File: src/rtl/ws2812_streamer.sv
`default_nettype none
// ============================================================================
// Module   : ws2812_streamer
// Purpose  : Streams one frame of RGB565 pixels from a frame-buffer RAM to a
//            WS2812 LED chain. Each pixel is expanded to 24-bit GRB and sent
//            MSB first. The next pixel is prefetched so that bits stay
//            back-to-back across pixel boundaries. A low latch period follows
//            the last pixel.
// Ports    : clk      - clock, rising edge
//            resetn   - asynchronous active-low reset
//            start    - one-cycle frame request, honoured only in IDLE
//            busy     - high from the cycle after an accepted start until done
//            done     - one-cycle pulse at the end of the latch period
//            adb/ceb  - frame-buffer read address / enable (1-cycle latency)
//            doutb    - frame-buffer read data, RGB565
//            led_dout - WS2812 serial data line
// Revision : 1.0 - initial release
// ============================================================================
module ws2812_streamer #(
  parameter int NUM_PIXELS = 256,
  parameter int BASE_ADDR  = 0,
  parameter int T0H        = 20,
  parameter int T0L        = 42,
  parameter int T1H        = 40,
  parameter int T1L        = 22,
  parameter int RST_CYCLES = 16000
) (
  input  logic        clk,
  input  logic        resetn,
  input  logic        start,
  output logic        busy,
  output logic        done,
  output logic [11:0] adb,
  output logic        ceb,
  input  logic [15:0] doutb,
  output logic        led_dout
);

  // --------------------------------------------------------------------------
  // Elaboration-time parameter checks
  // --------------------------------------------------------------------------
  if (T0H + T0L != T1H + T1L) begin : g_err_period
    $error("ws2812_streamer: T0H+T0L must equal T1H+T1L");
  end
  if (T0H < 2 || T0L < 2 || T1H < 2 || T1L < 2 || RST_CYCLES < 2) begin : g_err_min
    $error("ws2812_streamer: all timing parameters must be at least 2");
  end
  if (NUM_PIXELS < 1 || NUM_PIXELS > 4096) begin : g_err_npix
    $error("ws2812_streamer: NUM_PIXELS must be in 1..4096");
  end

  // --------------------------------------------------------------------------
  // Constants
  // --------------------------------------------------------------------------
  localparam logic [2:0] c_IDLE  = 3'd0;
  localparam logic [2:0] c_FETCH = 3'd1;
  localparam logic [2:0] c_WAIT  = 3'd2;
  localparam logic [2:0] c_HIGH  = 3'd3;
  localparam logic [2:0] c_LOW   = 3'd4;
  localparam logic [2:0] c_LATCH = 3'd5;

  localparam int c_TMAX_0 = (T0H > T0L) ? T0H : T0L;
  localparam int c_TMAX_1 = (T1H > T1L) ? T1H : T1L;
  localparam int c_TMAX_B = (c_TMAX_0 > c_TMAX_1) ? c_TMAX_0 : c_TMAX_1;
  localparam int c_TMAX   = (c_TMAX_B > RST_CYCLES) ? c_TMAX_B : RST_CYCLES;
  // Timer counts 0..(duration-1), so clog2 of the longest duration suffices.
  localparam int c_TW     = $clog2(c_TMAX);
  localparam int c_IW     = (NUM_PIXELS > 1) ? $clog2(NUM_PIXELS) : 1;

  localparam logic [c_TW-1:0] c_T0H_END = c_TW'(T0H - 1);
  localparam logic [c_TW-1:0] c_T0L_END = c_TW'(T0L - 1);
  localparam logic [c_TW-1:0] c_T1H_END = c_TW'(T1H - 1);
  localparam logic [c_TW-1:0] c_T1L_END = c_TW'(T1L - 1);
  localparam logic [c_TW-1:0] c_RST_END = c_TW'(RST_CYCLES - 1);

  localparam logic [11:0]     c_BASE     = 12'(BASE_ADDR);
  localparam logic [c_IW-1:0] c_LAST_IDX = c_IW'(NUM_PIXELS - 1);

  // RGB565 -> GRB888; the top bits are replicated into the low bits so that
  // full-scale inputs map to full-scale outputs.
  function automatic logic [23:0] rgb565_to_grb(input logic [15:0] p);
    logic [7:0] r8;
    logic [7:0] g8;
    logic [7:0] b8;
    r8 = {p[15:11], p[15:13]};
    g8 = {p[10:5],  p[10:9]};
    b8 = {p[4:0],   p[4:2]};
    return {g8, r8, b8};
  endfunction

  // --------------------------------------------------------------------------
  // State
  // --------------------------------------------------------------------------
  logic [2:0]      state_q, state_d;
  logic [c_TW-1:0] tcnt_q,  tcnt_d;
  logic [4:0]      bit_q,   bit_d;
  logic [c_IW-1:0] idx_q,   idx_d;
  logic [23:0]     shift_q, shift_d;
  logic [23:0]     hold_q,  hold_d;
  logic            pf_q,    pf_d;
  logic            busy_q,  busy_d;
  logic            done_q,  done_d;

  logic            w_cur_bit;
  logic            w_high_end;
  logic            w_low_end;
  logic            w_last_pix;
  logic            w_prefetch;
  logic [11:0]     w_addr_cur;
  logic [11:0]     w_addr_next;

  assign w_cur_bit   = shift_q[23];
  assign w_high_end  = (tcnt_q == (w_cur_bit ? c_T1H_END : c_T0H_END));
  assign w_low_end   = (tcnt_q == (w_cur_bit ? c_T1L_END : c_T0L_END));
  assign w_last_pix  = (idx_q == c_LAST_IDX);
  // Prefetch fires on the first HIGH cycle of the last bit of a pixel; the
  // read data lands while that HIGH phase is still in progress.
  assign w_prefetch  = (state_q == c_HIGH) && (bit_q == 5'd23) &&
                       (tcnt_q == '0) && !w_last_pix;
  assign w_addr_cur  = c_BASE + 12'(idx_q);
  assign w_addr_next = w_addr_cur + 12'd1;

  always_comb begin
    state_d = state_q;
    tcnt_d  = tcnt_q;
    bit_d   = bit_q;
    idx_d   = idx_q;
    shift_d = shift_q;
    hold_d  = hold_q;
    busy_d  = busy_q;
    done_d  = 1'b0;
    pf_d    = w_prefetch;

    if (pf_q) begin
      hold_d = rgb565_to_grb(doutb);
    end

    case (state_q)
      c_IDLE: begin
        // A start coinciding with the done pulse is deliberately dropped.
        if (start && !done_q) begin
          idx_d   = '0;
          tcnt_d  = '0;
          busy_d  = 1'b1;
          state_d = c_FETCH;
        end
      end
      c_FETCH: begin
        tcnt_d  = '0;
        state_d = c_WAIT;
      end
      c_WAIT: begin
        shift_d = rgb565_to_grb(doutb);
        bit_d   = '0;
        tcnt_d  = '0;
        state_d = c_HIGH;
      end
      c_HIGH: begin
        if (w_high_end) begin
          tcnt_d  = '0;
          state_d = c_LOW;
        end else begin
          tcnt_d  = tcnt_q + c_TW'(1);
        end
      end
      c_LOW: begin
        if (w_low_end) begin
          tcnt_d = '0;
          if (bit_q == 5'd23) begin
            if (w_last_pix) begin
              state_d = c_LATCH;
            end else begin
              shift_d = hold_q;
              bit_d   = '0;
              idx_d   = idx_q + c_IW'(1);
              state_d = c_HIGH;
            end
          end else begin
            shift_d = {shift_q[22:0], 1'b0};
            bit_d   = bit_q + 5'd1;
            state_d = c_HIGH;
          end
        end else begin
          tcnt_d = tcnt_q + c_TW'(1);
        end
      end
      c_LATCH: begin
        if (tcnt_q == c_RST_END) begin
          tcnt_d  = '0;
          done_d  = 1'b1;
          busy_d  = 1'b0;
          state_d = c_IDLE;
        end else begin
          tcnt_d  = tcnt_q + c_TW'(1);
        end
      end
      default: begin
        tcnt_d  = '0;
        busy_d  = 1'b0;
        state_d = c_IDLE;
      end
    endcase
  end

  always_ff @(posedge clk or negedge resetn) begin
    if (!resetn) begin
      state_q <= c_IDLE;
      tcnt_q  <= '0;
      bit_q   <= '0;
      idx_q   <= '0;
      shift_q <= '0;
      hold_q  <= '0;
      pf_q    <= 1'b0;
      busy_q  <= 1'b0;
      done_q  <= 1'b0;
    end else begin
      state_q <= state_d;
      tcnt_q  <= tcnt_d;
      bit_q   <= bit_d;
      idx_q   <= idx_d;
      shift_q <= shift_d;
      hold_q  <= hold_d;
      pf_q    <= pf_d;
      busy_q  <= busy_d;
      done_q  <= done_d;
    end
  end

  // --------------------------------------------------------------------------
  // Outputs: decoded straight from state so the asynchronous reset drops the
  // line immediately rather than finishing a partial bit.
  // --------------------------------------------------------------------------
  assign led_dout = (state_q == c_HIGH);
  assign ceb      = (state_q == c_FETCH) || w_prefetch;
  assign adb      = (state_q == c_FETCH) ? w_addr_cur  :
                    w_prefetch           ? w_addr_next : 12'd0;
  assign busy     = busy_q;
  assign done     = done_q;

endmodule
`default_nettype wire

File: config.mk
export PLATFORM = sky130hd
export DESIGN_NAME = ws2812_streamer
export DESIGN_NICKNAME = d
export VERILOG_FILES = /design/src/rtl/ws2812_streamer.sv
export SDC_FILE = /design/constraint.sdc
export NUM_CORES = 1
export LEC_CHECK = 0
export ABC_AREA = 1
export BUFFER_PORTS_ARGS = -buffer_cell sky130_fd_sc_hd__buf_2
export CAP_MARGIN = 20
export CELL_PAD_IN_SITES_DETAIL_PLACEMENT = 1
export CELL_PAD_IN_SITES_GLOBAL_PLACEMENT = 1
export CORE_ASPECT_RATIO = 0.9
export CORE_UTILIZATION = 25
export CTS_CLUSTER_DIAMETER = 40
export CTS_CLUSTER_SIZE = 40
export DETAILED_ROUTE_END_ITERATION = 8
export PLACE_DENSITY_LB_ADDON = 0.08
export SLEW_MARGIN = 20
export SYNTH_ARGS = -nofsm -noshare
export SYNTH_HDL_FRONTEND = slang
export SYNTH_SLANG_ARGS = --single-unit
File: constraint.sdc
create_clock -name clk -period 4.2 [get_ports clk]
set_clock_uncertainty 0.05 [all_clocks]
set_input_delay 0.63 -clock clk [delete_from_list [all_inputs] [get_ports clk]]
set_output_delay 0.63 -clock clk [all_outputs]
set_load 0.05 [all_outputs]
==> results.yml <==
logic_synthesis:
  synth_common_cells: "nand2_1 (229), dfrtp_1 (73), nand3_1 (50), nor2_1 (46), inv_1 (40)"
  synth_cells: 584
  avgSynthCellArea_um2: 7.36
  ys_seq_elements: 73
  synth_top_area_cell: "dfrtp_1"
  synth_top_area_share_pct: 42.5
  yosysWarnings: 0
  synth.cell_area_um2: 4300
  async_reset_ff_share_pct: 100
  yosysSeqAreaShare_pct: 42.5
  yosysMostFrequentCell: "nand2_1"
  synth_cell_types: 35
  yosys-top-cells-area: "dfrtp_1 (43%), nand2_1 (20%), nand3_1 (5.8%)"
  synth_edf_count: 0
  synthFlopType: "dfrtp_1"
worst_setup_path:
  crit_family: "simple AND/OR/NAND/NOR gates"
  cp_max_fo: 8
  path_common_cell: "nand2_1"
  cpPeakStageDelay_ns: 0.38
  worst-path-stages: 10
  worstRegToRegCells: 8
  critical_path_class: "register to primary output"
  rr_startpoint: "state_q[1]"
  required_ns: 3.52
  path_cells: "ha_1 -> nand2_2 -> nor3_4 -> nand2_1 -> nor2_1 -> nand3_1 -> inv_2 -> nand2_1 -> o21ai_1 -> buf_2"
  endpoint_kind: "primary output"
  startpoint: "bit_q[0]"
  slowest_stage: "dfrtp_1"
  worst-path-buf-inv: 2
  cp.arrival_ns: 2.41
  start_kind: "register"
cts:
  cts.sinks: 73
  cts-root-buf: "clkbuf_16"
  clock_path_buffers: 2
  clk_pin_slew_worst_paths_ns: 0.06
  cts_made_buffers: 9
  cts_tree: "yes"
  post_cts_buffers: 0
  cts_resized: 0
  htreeDepth: 3
  clkLatencyLatePin_ns: 0.34
  holdBufCountCts: 0
job:
  drv_cap: 0
sta:
  finalCriticalPeriod_ns: 3.09
  rsz0062_at_grt: "false"
  hold_viol: 0
  slew_headroom_pct: 36.8
  fin_crit_sh_pct: 73.7
  setup_viol: 0
  fin_setup_tns_ns: 0
  fmax_mhz: 323
  drv_slew: 0
  worstMarginPinSlew_ns: 0.948
  timing.hold.ws_ns: 0.241
grt:
  antenna_found_initial: 0
  grt_pass1_vias: 4072
  grt_pass1_wl_mm: 21.2
  overflow: 0
  grt_usage_pct: 15.4
  grt_start_max_net_pins: 45
detailed_routing:
  first_pass_iters: 4
  drc: 0
  num_vias: 3794
  wl_mm: 12.3
  wl_per_cell_um: 15.0
  vias_per_cell: 4.63
  ant_nets: 0
  drt-initial-drc-count: 167
finish:
  final_core_util_pct: 28.7
  antenna_cells: 0
  fillers: 2034
  drive_gt1_share_pct: 14.4
  area_delta_synth_final_pct: 12.4
  final_nets: 628
die:
  die_area_um2: 17700
  num_rows: 45
  coreArea_um2: 16800
  die_x_um: 140
  io_pins: 35
  fp.dieH_um: 126
  start_util_pct: 25.5
pwr:
  leakage_nw: 2.37
  p_per_area_nw_per_um2: 520
  power_w: 0.00251
  peakVddDrop_v: 0.000170
placed_design:
  place.gp.congestion: 0.764
  dpl.hpwl_mm: 8.79
  io_buffers: 30
hold_path:
  hp-class: "input pin to asynchronous set/reset pin"
status:
  outcome: "finished, final reports clean"
[state kept, by name, indices dropped and copies added (netlist names)]
name,cells
bit_q,5
busy,1
done,1
hold_q,16
idx_q,8
pf_q,1
shift_q,24
state_q,3
tcnt_q,14
[through the flow]
step	setup WS, ns	cells	area, µm²
floorplan	1.17	587	4310
global placement	1.53	804	4550
detailed placement	1.46	804	4550
CTS	1.07	820	4830
global route	0.855	820	4830
finish	1.11	820	4830
[layout by cell type, fill, tap and decap left out, drive strengths merged]
| cell | n |
|---|---|
| inv | 50 |
| dfrtp | 73 |
| xnor2 | 1 |
| a21oi | 5 |
| conb | 4 |
| ha | 5 |
| buf | 31 |
| xor2 | 12 |
| o211ai | 9 |
| clkbuf | 11 |
| nor3 | 9 |
| clkinvlp | 1 |
| clkinv | 4 |
| mux2 | 8 |
| o22ai | 2 |
| or2 | 5 |
| nor2 | 48 |
| nand3 | 51 |
| nand4 | 10 |
| nor4 | 1 |
| a31oi | 2 |
| a21boi | 1 |
| o21ai | 30 |
| nand2 | 236 |
[per-layer routing]
layer  part of all wire [%]  vias to the layer above  GRT usage [%]
met3                    3.1                       13           3.66
li1                       -                     1890              -
met1                     51                     1844           20.6
met5                      0                        -              0
met4                    1.5                        0           5.04
met2                     45                       47           24.3
[path summary, 6_finish.rpt]
check / to / slack, ns
max reg2reg: shift_q[21] / 1.67
max: adb[6] / 1.11
max in group asynchronous: shift_q[0] / 3.01
min reg2reg: shift_q[16] / 0.43
min: tcnt_q[11] / 0.24
min in group clk: shift_q[16] / 0.43
[final cells by class]
cell class,count,area [µm²],share of cell area (%)
multi-input combinational,439,2110,43.8
sequential,73,1830,37.8
inverter,50,190,3.94
tap,211,264,5.47
clock buffer,11,243,5.03
timing repair buffer,31,160,3.32
clock inverter,5,31.3,0.648
[report_power, final]
group          total [W]  switching, W  internal (W)
combinational   0.000811      0.000589      0.000222
sequential      0.000966      0.000112      0.000854
clock           0.000735      0.000320      0.000414
total            0.00251       0.00102       0.00149
[kinds of logic after synthesis]
family	Yosys count	share of synthesized area, %
and+or+nand+nor	360	35.6
buffers and inverters	75	8.53
DFF	73	42.5
AOI/OAI and AO/OA	49	7.02
xor gates and xnor gates	13	2.65
muxes	8	2.10
adders and majority gates	5	1.46
other	1	0.0873
Power figures use the tool's default switching activity.
